--- src/rtl/sap1_accumulator_unit.sv ---
// SAP-1 accumulator/B-register stage around the adder_subtracter.
// Sequences ADD/SUB from a single start pulse and captures carry/zero flags.
module sap1_accumulator_unit #(
    parameter int WIDTH = 8
) (
    input  logic             clk,
    input  logic             clr_n,
    input  logic [WIDTH-1:0] w_bus_in,
    input  logic             la,
    input  logic             lb,
    input  logic             ea,
    input  logic             start,
    input  logic             sub_req,
    input  logic [WIDTH-1:0] alu_s,
    input  logic             alu_carry,
    output logic [WIDTH-1:0] a_to_alu,
    output logic [WIDTH-1:0] b_to_alu,
    output logic             SUB,
    output logic [WIDTH-1:0] acc_out,
    output logic             acc_oe,
    output logic             eu,
    output logic             busy,
    output logic             done,
    output logic             flag_c,
    output logic             flag_z
);

    localparam logic [1:0] ST_IDLE = 2'd0;
    localparam logic [1:0] ST_EXEC = 2'd1;
    localparam logic [1:0] ST_DONE = 2'd2;

    logic [1:0]       state;
    logic [1:0]       state_nxt;
    logic [WIDTH-1:0] reg_a;
    logic [WIDTH-1:0] reg_b;
    logic             sub_r;
    logic             idle;

    assign idle = (state == ST_IDLE);

    // Next-state: IDLE -> EXEC on start, EXEC and DONE last one cycle each
    always_comb begin
        state_nxt = state;
        unique case (state)
            ST_IDLE: if (start) state_nxt = ST_EXEC;
            ST_EXEC: state_nxt = ST_DONE;
            ST_DONE: state_nxt = ST_IDLE;
            default: state_nxt = ST_IDLE;
        endcase
    end

    // State register
    always_ff @(posedge clk or negedge clr_n) begin
        if (!clr_n) begin
            state <= ST_IDLE;
        end else begin
            state <= state_nxt;
        end
    end

    // Accumulator: direct loads only while idle and not starting; EXEC writes back
    always_ff @(posedge clk or negedge clr_n) begin
        if (!clr_n) begin
            reg_a <= '0;
        end else if (state == ST_EXEC) begin
            reg_a <= alu_s;
        end else if (idle && !start && la) begin
            reg_a <= w_bus_in;
        end
    end

    // B register and op select: start captures the operand and op together
    always_ff @(posedge clk or negedge clr_n) begin
        if (!clr_n) begin
            reg_b <= '0;
            sub_r <= 1'b0;
        end else if (idle) begin
            if (start) begin
                reg_b <= w_bus_in;
                sub_r <= sub_req;
            end else if (lb) begin
                reg_b <= w_bus_in;
            end
        end
    end

    // Flags move only on the EXEC writeback
    always_ff @(posedge clk or negedge clr_n) begin
        if (!clr_n) begin
            flag_c <= 1'b0;
            flag_z <= 1'b0;
        end else if (state == ST_EXEC) begin
            flag_c <= alu_carry;
            flag_z <= (alu_s == '0);
        end
    end

    assign a_to_alu = reg_a;
    assign acc_out  = reg_a;
    assign b_to_alu = reg_b;
    assign SUB      = sub_r;
    assign acc_oe   = ea & idle;
    assign eu       = (state == ST_EXEC);
    assign busy     = !idle;
    assign done     = (state == ST_DONE);

endmodule

--- config.mk ---
export PLATFORM = sky130hd
export DESIGN_NAME = sap1_accumulator_unit
export DESIGN_NICKNAME = d
export VERILOG_FILES = /design/src/rtl/sap1_accumulator_unit.sv
export SDC_FILE = /design/constraint.sdc
export NUM_CORES = 1
export LEC_CHECK = 0
export CELL_PAD_IN_SITES_DETAIL_PLACEMENT = 0
export CELL_PAD_IN_SITES_GLOBAL_PLACEMENT = 2
export CORE_ASPECT_RATIO = 0.9
export CORE_MARGIN = 5
export CORE_UTILIZATION = 21
export CTS_CLUSTER_DIAMETER = 100
export CTS_CLUSTER_SIZE = 30
export DETAILED_ROUTE_END_ITERATION = 8
export GPL_ROUTABILITY_DRIVEN = 0
export PLACE_DENSITY_LB_ADDON = 0.15
export SLEW_MARGIN = 30
export SYNTH_ARGS = -nofsm -noshare
export SYNTH_HDL_FRONTEND = slang
export SYNTH_SLANG_ARGS = --single-unit
--- constraint.sdc ---
create_clock -name clk -period 1.4 [get_ports clk]
set_clock_uncertainty 0.05 [all_clocks]
set_input_delay 0.14 -clock clk [delete_from_list [all_inputs] [get_ports clk]]
set_output_delay 0.14 -clock clk [all_outputs]
set_load 0.1 [all_outputs]
==> results by group, run 1 <==
Status
  – Outcome: finished, violations left
  – Failing checks: negative setup slack

Detailed routing
  – WL final: 2538 um
  – DRT Pass-1 Iters: 3
  – Wire per inst: 12.95 um
  – Via count: 729
  – Residual DRC: 0
  – DRT antenna net count: 0
  – Vias per cell: 3.719
  – Initial DRC Count: 21

CTS
  – Clock sinks: 21
  – Total CTS buffers: 3
  – CTS Hold Buffers Added: 0
  – Clock transition at path regs: 0.07 ns
  – Total number of H-tree levels: 1
  – TritonCTS clock tree: done
  – Clk_lat worst skew: 0.26 ns
  – Bufs on Longest Clock Path: 2
  – Root Driver: clkbuf_8

Critical path
  – CP Capture Point: a_to_alu[1]
  – Worst Setup SP: state[1]
  – Critical Path Max Stage Delay: 0.44 ns
  – Critical path arrival: 1.57 ns
  – Reg-to-Reg End: a_to_alu[1]
  – R2r startpoint: state[1]
  – CP startpoint kind: flip-flop
  – Worst-path maximum fanout: 4
  – Most frequent CP cell: mux2_2
  – Crit Path Category: reg -> reg
  – FF-to-FF path depth: 4
  – Slowest CP cell: dfrtp_2
  – Worst R2R Setup Slack: -0.08 ns
  – Worst path required time: 1.49 ns
  – Worst-path cell chain: nor2b_4, buf_4, mux2_2, mux2_2
  – Crit end category: flip-flop

Floorplan
  – Initial Util: 0.2131
  – Die W: 83.14 um
  – Ports: 55
  – Cell Rows: 24
  – Die Span Y: 75.83 um
  – Core ar.: 4745 um2
  – Die area: 6304 um2

Final layout
  – Layout cells sized above 1: 0.6489
  – Post-route cell area: 2081 um2
  – Final Net Count: 156
  – Fillers: 470
  – Final std cells w/o fill: 196
  – Ant diodes: 0
  – Synthesis-to-finish area growth: 105.8%

Power and ir drop
  – Max VDD drop: 833.4 uV
  – Pleak: 0.8929 nW
  – Power density cells: 2319 nW/um2
  – PnR Total Power: 4.825 mW

Global routing
  – Vias in the first global route: 848
  – Overflow after GRT: 0
  – Largest net degree at the start of global routing: 22
  – Initial antenna violation count: 0
  – Global-route wire length before repair: 4250 um
  – GRT Total Usage: 0.08655

Synthesis
  – Post-Syn Instances: 73
  – Synth Register Bits: 21
  – Mapped Area: 1011 um2
  – Syn Area/Cell: 13.85 um2
  – Count of cell types in the netlist: 17
  – Syn nets: 97
  – Syn. warnings: 0
  – Post-synthesis sequential area ratio: 0.5198

Timing
  – Final period util: 1.056
  – Worst-Margin Slew: 0.3157 ns
  – Worst setup margin: -0.07840 ns
  – Max-slew violations: 0
  – Period minus WS final: 1.478 ns
  – Slew HR: 0.7876
  – Max Fclk: 676.4 MHz
  – RSZ-0062 raised after global routing: yes
  – Final setup fails: 10
  – TNS Setup: -0.5463 ns
  – Hold Vio Cnt, Final: 0

Placed design
  – Dpl hpwl: 2224 um
  – Number of port buffers: 54
  – DP Area: 2013 um2
  – Inst Count DP: 191

Run
  – MaxCap Viol Count: 0

Min path
  – Min-Delay Path Class: in -> async
==> per-stage QoR <==
step / setup WS, ns / hold WS (ns) / util
6_report: -0.07840 / 0.1601 / 0.4386
5_1_grt: -0.1282 / 0.1873 / 0.4386
4_1_cts: -0.08722 / 0.1644 / 0.4383
3_5_place_dp: -0.1673 / 0.4570 / 0.4243
3_3_place_gp: -0.1515 / 0.4643 / 0.4243
2_1_floorplan: -0.1325 / -0.2056 / -
==> metal layers <==
metal | routed length (um) | vias to the layer above | track usage
met5 | 0 | - | 0
met4 | 20 | 0 | 0.02722
met3 | 170 | 2 | 0.04108
met2 | 1414 | 21 | 0.1619
met1 | 932 | 343 | 0.08750
li1 | - | 363 | -
==> kinds of logic (layout without fill, tap and decap cells) <==
logic type | after synthesis | after routing | share of synthesized area
DFF | 21 | 21 | 0.5198
buffers and inverters | 13 | 71 | 0.08663
AOI/OAI and AO/OA | 3 | 3 | 0.02104
muxes | 26 | 26 | 0.3119
and+or+nand+nor | 10 | 10 | 0.06063
==> Yosys cell counts <==
library cell / number / area [um2]
dfrtp_1: 21 / 525.5
mux2_2: 20 / 225.2
buf_4: 8 / 60.06
mux2_4: 6 / 90.09
inv_1: 3 / 11.26
and2_1: 2 / 12.51
nor2b_1: 2 / 12.51
nor4_1: 2 / 12.51
a21oi_2: 1 / 8.760
buf_2: 1 / 5.000
buf_6: 1 / 11.26
nand2b_1: 1 / 6.260
nand3_1: 1 / 5.000
nor2_1: 1 / 3.750
nor2b_2: 1 / 8.760
o21a_1: 1 / 7.510
o21ai_0: 1 / 5.000
==> cells in the final DEF (no fill, tap or decap) <==
cell type / instances
a21oi_2: 1
inv_1: 3
and2_4: 1
buf_6: 1
nor2b_1: 1
dfrtp_2: 9
nor4_1: 2
clkinv_2: 1
buf_12: 34
clkdlybuf4s50_1: 23
mux2_2: 14
o21ai_0: 1
nor2b_4: 2
nand3_1: 1
dfrtp_1: 12
buf_4: 6
clkbuf_8: 3
and2_1: 1
o21a_1: 1
nor2_2: 1
nand2b_1: 1
mux2_4: 12
==> registers in the layout, indices dropped and copies added, names as in the netlist <==
| register | cells |
|---|---|
| flag_z | 1 |
| a_to_alu | 8 |
| SUB | 1 |
| flag_c | 1 |
| state | 2 |
| b_to_alu | 8 |
==> layout make-up <==
type | count | area (um2) | area share
clock buffers | 3 | 41.29 | 0.01984
clock inverters | 1 | 5.005 | 0.002405
inverters | 3 | 11.26 | 0.005412
multi-input cells | 39 | 437.9 | 0.2105
flip-flops and latches | 21 | 536.8 | 0.2580
well taps | 65 | 81.33 | 0.03909
repair buffers | 64 | 967.2 | 0.4648
==> critical path, delay by kind of cell (launching register included) <==
family	cells	cell delay (ns)
muxes	2	0.59
DFF	1	0.44
and+or+nand+nor	1	0.15
buffers and inverters	1	0.13
==> where the power goes <==
| group | switching (mW) | internal [mW] | total, mW |
|---|---|---|---|
| clock network | 0.185 | 0.198 | 0.383 |
| registers | 0.237 | 0.783 | 1.02 |
| logic | 2.11 | 1.31 | 3.42 |
==> worst min path at each step <==
| stage | startpoint | endpoint | slack (ns) | cells after the start |
|---|---|---|---|---|
| floorplan | clr_n | SUB | -0.21 | 0 |
| global placement | clr_n | b_to_alu[3] | 0.46 | 2 |
| detailed placement | clr_n | flag_c | 0.46 | 2 |
| CTS | clr_n | flag_c | 0.16 | 2 |
| global route | clr_n | flag_c | 0.19 | 2 |
| finish | clr_n | flag_c | 0.16 | 2 |
==> what timing repair did <==
item                       CTS  global route
pin swaps                    0             0
setup buffers                1             0
setup endpoints to repair   20            21
gates resized for setup      4             1
(Power assumes the default switching activity.)
==> run 2: changes to the inputs <==
--- a/config.mk
+++ b/config.mk
@@ -14,7 +14,8 @@
 export CTS_CLUSTER_SIZE = 30
 export DETAILED_ROUTE_END_ITERATION = 8
 export GPL_ROUTABILITY_DRIVEN = 0
-export PLACE_DENSITY_LB_ADDON = 0.15
+export PLACE_DENSITY_LB_ADDON = 0.1
+export RECOVER_POWER = 25
 export SLEW_MARGIN = 30
 export SYNTH_ARGS = -nofsm -noshare
 export SYNTH_HDL_FRONTEND = slang
==> results by group, run 2 (synthesized netlist as in run 1, its figures left out) <==
Global routing
  – Largest net degree at the start of global routing: 22 (unchanged)
  – GRT Total Usage: 0.09661 (+0.01007)
  – Vias in the first global route: 925 (+9.1%)
  – Overflow after GRT: 0 (unchanged)
  – Initial antenna violation count: 0 (unchanged)
  – Global-route wire length before repair: 4767 um (+12%)

Detailed routing
  – Initial DRC Count: 12 (-43%)
  – Wire per inst: 14.25 um (+10%)
  – Vias per cell: 3.905 (+5.0%)
  – Residual DRC: 0 (unchanged)
  – WL final: 2864 um (+13%)
  – DRT Pass-1 Iters: 2 (-1)
  – DRT antenna net count: 0 (unchanged)
  – Via count: 785 (+7.7%)

Critical path
  – Critical path arrival: 1.56 ns (about the same)
  – CP startpoint kind: flip-flop
  – Worst-path maximum fanout: 6 (+2)
  – Worst-path cell chain: nor2b_4, buf_6, mux2_4, mux2_4
  – Slowest CP cell: dfrtp_2
  – Most frequent CP cell: mux2_4
  – Worst path required time: 1.49 ns (about the same)
  – Crit Path Category: reg -> reg
  – Critical Path Max Stage Delay: 0.46 ns (+0.02 ns)
  – Crit end category: flip-flop

Timing
  – TNS Setup: -0.4367 ns (+0.1096 ns)
  – Slew HR: 0.6273 (-0.1602)
  – Hold Vio Cnt, Final: 0 (unchanged)
  – Max Fclk: 681.4 MHz (+0.74%)
  – Max-slew violations: 0 (unchanged)
  – Final period util: 1.048 (-0.007715)
  – Worst setup margin: -0.06760 ns (+0.01080 ns)
  – Period minus WS final: 1.468 ns (-0.01080 ns)
  – Worst-Margin Slew: 0.5590 ns (+0.2433 ns)
  – RSZ-0062 raised after global routing: yes
  – Final setup fails: 10 (unchanged)

CTS
  – Bufs on Longest Clock Path: 2 (unchanged)
  – Clk_lat worst skew: 0.26 ns (about the same)
  – Total number of H-tree levels: 1 (unchanged)
  – Total CTS buffers: 3 (unchanged)
  – Clock sinks: 21 (unchanged)
  – Clock transition at path regs: 0.08 ns (about the same)
  – TritonCTS clock tree: done
  – Root Driver: clkbuf_8

Floorplan
  – Cell Rows: 24 (unchanged)
  – Die W: 83.14 um (unchanged)
  – Initial Util: 0.2131 (unchanged)
  – Ports: 55 (unchanged)
  – Core ar.: 4745 um2 (unchanged)
  – Die Span Y: 75.83 um (unchanged)
  – Die area: 6304 um2 (unchanged)

Power and ir drop
  – Power density cells: 2300 nW/um2 (-0.82%)
  – Max VDD drop: 1049 uV (+26%)
  – Pleak: 0.9626 nW (+7.8%)

Status
  – Failing checks: negative setup slack
  – Outcome: finished, violations left

Run
  – MaxCap Viol Count: 0 (unchanged)

Min path
  – Min-Delay Path Class: in -> async

Final layout
  – Most frequent cells in the layout: buf_12 (31), mux2_4 (25), clkdlybuf4s50_1 (22)
  – Most common cell after layout, fill and taps aside: buf_12
  – Synthesis-to-finish area growth: 112.9%
  – Post-route cell area: 2152 um2 (+3.4%)
  – Layout cells sized above 1: 0.6765 (+0.02762)
  – Ant diodes: 0 (unchanged)
  – Final Net Count: 161 (+3.2%)

Placed design
  – DP Area: 2006 um2 (-0.37%)
  – Number of port buffers: 54 (unchanged)
  – Dpl hpwl: 2316 um (+4.1%)
[run 2: changes by cell type in the layout (fill, tap and decap cells not counted), moves of 2 or more]
| cell | change |
|---|---|
| buf_6 | +5 |
| buf_12 | -3 |
| mux2_2 | -13 |
| mux2_4 | +13 |
| buf_4 | +2 |
[run 2: routing by layer]
metal / wire, um / global-route usage / part of all wire
met5: 0 / 0 / 0
met4: 29 / 0.02722 / 0.010
met3: 236 / 0.04216 / 0.082
met2: 1384 / 0.1646 / 0.48
met1: 1213 / 0.1130 / 0.42
[run 2: final timing paths]
check	startpoint	endpoint	cells past startpoint	slack (ns)
max reg2reg	state[1]	a_to_alu[3]	4	-0.07
max in group asynchronous	clr_n	state[1]	2	0.55
min reg2reg	SUB	SUB	1	0.53
min	clr_n	b_to_alu[2]	2	0.34
max	state[1]	a_to_alu[3]	4	-0.07
min in group clk	sub_req	SUB	2	0.44
[run 2: worst max-delay path: cells and delay by family, from the launching register on]
kind	cells	cell delay [ns]
muxes	2	0.55
DFF	1	0.46
and+or+nand+nor	1	0.15
buffers and inverters	1	0.15
[run 2: stage by stage]
stage          setup slack (ns)  total power [mW]    util  hold slack, ns  instances
2_1_floorplan           -0.1325             3.166       -         -0.2056         73
3_3_place_gp            -0.1438             4.447  0.4227          0.4677        195
3_5_place_dp            -0.1571             4.463  0.4227          0.4715        195
4_1_cts                -0.08714             4.988  0.4517          0.1761        202
5_1_grt                 -0.1205             5.101  0.4536          0.4040        201
6_report               -0.06760             4.949  0.4536          0.3365        201
[run 2: final cells by class]
type / instances / area, um2
fillers: 464 / 2592
clock inverters: 1 / 5.005
multi-input cells: 39 / 491.7
flip-flops and latches: 21 / 538.0
repair buffers: 69 / 983.4
clock buffers: 3 / 41.29
well taps: 65 / 81.33
inverters: 3 / 11.26
[run 2: what timing repair did]
| item | 4_1_cts | 5_1_grt |
|---|---|---|
| pin swaps | 2 | 1 |
| setup endpoints to repair | 20 | 22 |
| buffers inserted | 3 | 0 |
| hold buffers | 0 | 0 |
| gates resized for setup | 20 | 6 |
[run 2: power by group]
part           leakage [nW]  internal (mW)  switching, mW
registers             0.239          0.783          0.254
logic                 0.698           1.37           2.14
clock network        0.0255          0.198          0.207
